$ cat src/rtl/muxn_scan.sv
// Purpose: N:1 mux of W-bit channels, manual (sel) or round-robin scan over en_mask.
// Latency: 1 cycle from sampled din to y; registered outputs only.
// Backpressure: out_valid & !out_ready holds y/y_ch/out_valid/ptr; all inputs ignored meanwhile.
//
// Ports:
//   clk, rst        rising-edge clock, asynchronous active-high reset
//   mode            0 = manual (sel), 1 = round-robin scan over en_mask
//   sel             channel index for manual mode (values >= N select nothing)
//   en_mask         per-channel enables for scan mode
//   din             packed channels, channel k = din[k*W +: W]
//   out_ready       consumer accepts the current sample
//   out_valid/y/y_ch  captured sample and the channel it came from
module muxn_scan #(
    parameter int N    = 8,
    parameter int W    = 1,
    parameter int SELW = $clog2(N)
) (
    input  logic            clk,
    input  logic            rst,
    input  logic            mode,
    input  logic [SELW-1:0] sel,
    input  logic [N-1:0]    en_mask,
    input  logic [N*W-1:0]  din,
    input  logic            out_ready,
    output logic            out_valid,
    output logic [W-1:0]    y,
    output logic [SELW-1:0] y_ch
);

    // Channel table padded to the full sel range so any sel value indexes
    // cleanly; padded slots are flagged as not selectable.
    localparam int NSEL = 1 << SELW;

    logic [W-1:0]    ch [NSEL];
    logic [NSEL-1:0] sel_in_range;

    genvar k;
    generate
        for (k = 0; k < NSEL; k++) begin : g_ch
            if (k < N) begin : g_real
                assign ch[k]           = din[k*W +: W];
                assign sel_in_range[k] = 1'b1;
            end else begin : g_pad
                assign ch[k]           = '0;
                assign sel_in_range[k] = 1'b0;
            end
        end
    endgenerate

    logic [SELW-1:0] ptr;

    // Circular search from ptr: rotate the mask so ptr lands on bit 0, find
    // the lowest set bit, then add ptr back modulo N.
    logic [2*N-1:0]  mask_dbl;
    logic [N-1:0]    mask_rot;
    logic            scan_hit;
    logic [SELW-1:0] scan_off;
    logic [SELW:0]   scan_sum;
    logic [SELW-1:0] scan_c;
    logic [SELW-1:0] scan_next;

    assign mask_dbl = {en_mask, en_mask} >> ptr;
    assign mask_rot = mask_dbl[N-1:0];

    always_comb begin
        scan_hit = 1'b0;
        scan_off = '0;
        for (int i = N - 1; i >= 0; i--) begin
            if (mask_rot[i]) begin
                scan_hit = 1'b1;
                scan_off = SELW'(i);
            end
        end
    end

    always_comb begin
        scan_sum = {1'b0, ptr} + {1'b0, scan_off};
        if (scan_sum >= (SELW+1)'(N)) begin
            scan_sum = scan_sum - (SELW+1)'(N);
        end
        scan_c = scan_sum[SELW-1:0];
    end

    assign scan_next = (scan_c == SELW'(N - 1)) ? '0 : scan_c + SELW'(1);

    logic            pick_vld;
    logic [SELW-1:0] pick_c;
    logic            slot_free;

    assign pick_vld  = mode ? scan_hit : sel_in_range[sel];
    assign pick_c    = mode ? scan_c   : sel;
    assign slot_free = !out_valid || out_ready;

    always_ff @(posedge clk or posedge rst) begin
        if (rst) begin
            out_valid <= 1'b0;
            y         <= '0;
            y_ch      <= '0;
            ptr       <= '0;
        end else if (slot_free) begin
            if (pick_vld) begin
                out_valid <= 1'b1;
                y         <= ch[pick_c];
                y_ch      <= pick_c;
                // ptr only moves on scan loads, so it survives manual phases.
                if (mode) begin
                    ptr <= scan_next;
                end
            end else begin
                // Nothing to offer: drop valid but keep the last sample visible.
                out_valid <= 1'b0;
            end
        end
    end

endmodule

$ cat config.mk
export PLATFORM = sky130hd
export DESIGN_NAME = muxn_scan
export DESIGN_NICKNAME = d
export VERILOG_FILES = /design/src/rtl/muxn_scan.sv
export SDC_FILE = /design/constraint.sdc
export NUM_CORES = 1
export LEC_CHECK = 0
export CORE_MARGIN = 1.5
export CORE_UTILIZATION = 53
export CTS_CLUSTER_SIZE = 30
export DETAILED_ROUTE_END_ITERATION = 10
export PLACE_DENSITY_LB_ADDON = 0.2
export SLEW_MARGIN = 0
export SYNTH_ARGS = -nofsm -noshare
export SYNTH_HDL_FRONTEND = slang
export SYNTH_SLANG_ARGS = --single-unit
$ cat constraint.sdc
create_clock -name clk -period 5.8 [get_ports clk]
set_clock_uncertainty 0.1 [all_clocks]
set_input_delay 1.16 -clock clk [delete_from_list [all_inputs] [get_ports clk]]
set_output_delay 1.16 -clock clk [all_outputs]
set_load 0.05 [all_outputs]
==> run metrics <==
insertion delay to the later sink of the worst-skew pair=between 0.2 and 0.3 ns; Max Freq=between 0.15 and 0.2 GHz; critical path's top delay family=compound AO/OA/AOI/OAI gates; Comb power frac=0.746; Routed wire per std cell=roughly 16 um; xor/xnor share of the synthesized area=0.0303; max incr delay on CP=0.55 ns; Vias=approximately 1,200; crit path time final=5.05 ns; Synth Area in Simple Gates=0.242; Synth top area share=0.173; first-pass GRT wire length=between 5000 and 6000 um; status=complete, no violations; most used flip-flop cell after synthesis=dfrtp_1; Worst Hold Slack=0.425 ns; CP arrival=~5 ns; H-tree Lvls=1; Avg Cell Area, Syn=between 8 and 9 sq um; most area-hungry cell type in the Yosys netlist=dfrtp_1; final hold violations=0; P per Cell Area=between 500 and 600 nW/um^2; die height=49.7 um; Required @ worst endpoint=between 5 and 6 ns; relative slew slack=0.422; TritonCTS clock tree=done; sw power=between 0.3 and 0.4 mW; dpl hpwl=about 2400 um; Hold/Removal Path Class=flop to flop; synth unique cells=54; commonest non-fill, non-tap cell in the layout=clkdlybuf4s50_1; Core ar.=around 2000 sq um; routability congestion estimate from global placement=0.857; Worst setup SP type=primary input; mux contribution to synthesized area=0.221; CP Capture Type=flop; clock power share=0.059; compound-gate portion of the synthesized area=0.246; unrepaired setup endpoints after global routing=false; Total Routing Usage GR=0.276; P_leak=around 0.56 nW; # resized after CTS=0; Synth Warn #=0; Synth Net Count=between 150 and 200; register bit total from synthesis=8; Area contributors post-synth=dfrtp_1, mux2i_1, mux2_2; Max Cap Viol=0; Tcrit/Tclk final=0.871; EDFF count, synth=0; Syn Std Cell Area=between 1000 and 1500 sq um; grt ovf=0; slowest stage cell, crit path=clkdlybuf4s50_1; DRT iter0 DRCs=45; clk slew on worst S/H paths=around 0.060 ns; FP Rows=16; initial core utilization=0.578; Antenna Nets Post-Route=0; Setup-failing EPs final=0; worst slew pin tran=just under 0.9 ns; Fillers=161; CTS hold repair buffers=0; antenna violations before repair=0; synthesized instance count=roughly 140; fin nets=around 190; Routed Wire Length=between 3000 and 4000 um; Sw Share=0.507; Max Slew Vio Count=0; postcts setup bufs=0; Ports=28; VDD IR-drop max=approximately 0.51 mV; most frequent cells in the layout=clkdlybuf4s50_1, mux2i_1, nand2_1, o21ai_0, nor2_1; Clock Tree Root=clkbuf_4; die footprint=roughly 2500 sq um; clk sink count=8; Internal=0.374 mW; drt via density=6.30; combinational family with the most area after synthesis=compound AO/OA/AOI/OAI gates; Layout area overhead=24.6%; Inserted Clock Buffers=3; Crit Path Category=primary input to flop; Port Buffer Count=27; Setup TNS=0 ns; layout cells sized above 1=0.137; post-synthesis adder-cell area fraction=0.0389; critical path cell sequence=clkdlybuf4s50_1 -> mux2_2 -> mux2i_1 -> a21oi_1 -> o22ai_1 -> a31o_2 -> a21boi_0 -> o22ai_1 -> ha_1 -> fa_1 -> mux2i_1 -> mux4_2 -> a22oi_1 -> o21ai_0 -> a211oi_1 -> nor3_2; Antenna Cells=0; Flop pwr share=0.195; CTS max path bufs=2; TritonRoute pass-1 iters=5; die span in x=about 50 um; Post-synth ARST share=1.00; critical path peak fanout=8; Remaining DRCs=0; vias in the first global route=~1,200; Worst Path Buf+Inv=1; largest net degree at the start of global routing=25; register area share after synthesis=0.173
power groups by stage:
| stage | sequential [mW] | clock (mW) | combinational, mW |
|---|---|---|---|
| detailed placement | 0.147 | 0 | 0.558 |
| floorplan | 0.145 | 0 | 0.443 |
| finish | 0.148 | 0.0447 | 0.565 |
| CTS | 0.147 | 0.0458 | 0.562 |
| global placement | 0.143 | 0 | 0.531 |
| global route | 0.155 | 0.0492 | 0.619 |
final timing paths:
kind,cells after the start,start,slack (ns),to
worst max-delay path,16,en_mask[4],0.75,y$_DFFE_PP0P_
max in group asynchronous,2,rst,4.32,y_ch[0]$_DFFE_PP0P_
worst max register to register,15,ptr[0]$_DFFE_PP0P_,1.19,y$_DFFE_PP0P_
min in group asynchronous,2,rst,1.04,out_valid$_DFFE_PP0P_
worst min register to register,2,y$_DFFE_PP0P_,0.42,y$_DFFE_PP0P_
worst min-delay path,2,y$_DFFE_PP0P_,0.42,y$_DFFE_PP0P_
layer usage:
metal	vias to the layer above	routed length, um	track usage
li1	573	-	-
met1	561	1350	0.336
met2	43	1470	0.458
met3	8	176	0.0727
met4	0	65	0.116
met5	-	0	0
flip-flops by register name, indices dropped and copies added (netlist names):
signal	count
ptr	3
y_ch	3
out_valid	1
y	1
worst register-to-register path, stage by stage (launching register included):
cell      delay, ns
dfrtp_1        0.90
mux2_2         0.44
mux2i_1        0.29
a21oi_1        0.12
o22ai_1        0.20
a31o_2         0.13
a21boi_0       0.09
o22ai_1        0.19
ha_1           0.19
fa_1           0.43
mux2i_1        0.30
mux4_2         0.37
a22oi_1        0.22
o21ai_0        0.13
a211oi_1       0.32
nor3_2         0.08
stage by stage:
| stage | util | area, sq um | power [mW] | setup slack (ns) | instances |
|---|---|---|---|---|---|
| after floorplan | - | 1160 | 0.588 | 1.53 | 138 |
| after global placement | 0.709 | 1420 | 0.674 | 0.753 | 185 |
| after detailed placement | 0.709 | 1420 | 0.705 | 0.541 | 185 |
| after CTS | 0.721 | 1440 | 0.754 | 0.782 | 188 |
| after global routing | 0.721 | 1440 | 0.824 | 0.459 | 188 |
| final | 0.721 | 1440 | 0.758 | 0.746 | 188 |
final cells by class:
| type | count | area, sq um | area share |
|---|---|---|---|
| Multi-Input combinational cell | 119 | 901 | 0.624 |
| Timing Repair Buffer | 27 | 270 | 0.187 |
| Sequential cell | 8 | 200 | 0.139 |
| Inverter | 4 | 15.0 | 0.0104 |
| Tap cell | 27 | 33.8 | 0.0234 |
| Clock buffer | 3 | 22.5 | 0.0156 |
kinds of logic after synthesis:
group           count (synthesis)
compound gates                 43
xor+xnor                        4
fa+ha+maj                       3
buf+inv                        11
flops                           8
mux                            21
simple gates                   48
Yosys cell counts, types with 2 or more instances:
master      n
mux2i_1    11
nand2_1    10
o21ai_0    10
nor2_1      9
a21oi_1     8
dfrtp_1     8
mux2_2      5
nor2b_1     4
nor3b_1     4
buf_2       3
inv_1       3
nand2b_1    3
nand3_1     3
xnor2_1     3
a2111oi_0   2
a211oi_1    2
a21boi_0    2
a22oi_1     2
a31oi_1     2
and2_1      2
clkbuf_1    2
ha_1        2
mux2_4      2
mux4_2      2
nor3_1      2
nor3_2      2
o21a_1      2
o22ai_1     2
Note: power is estimated with default switching activity, not from simulation.
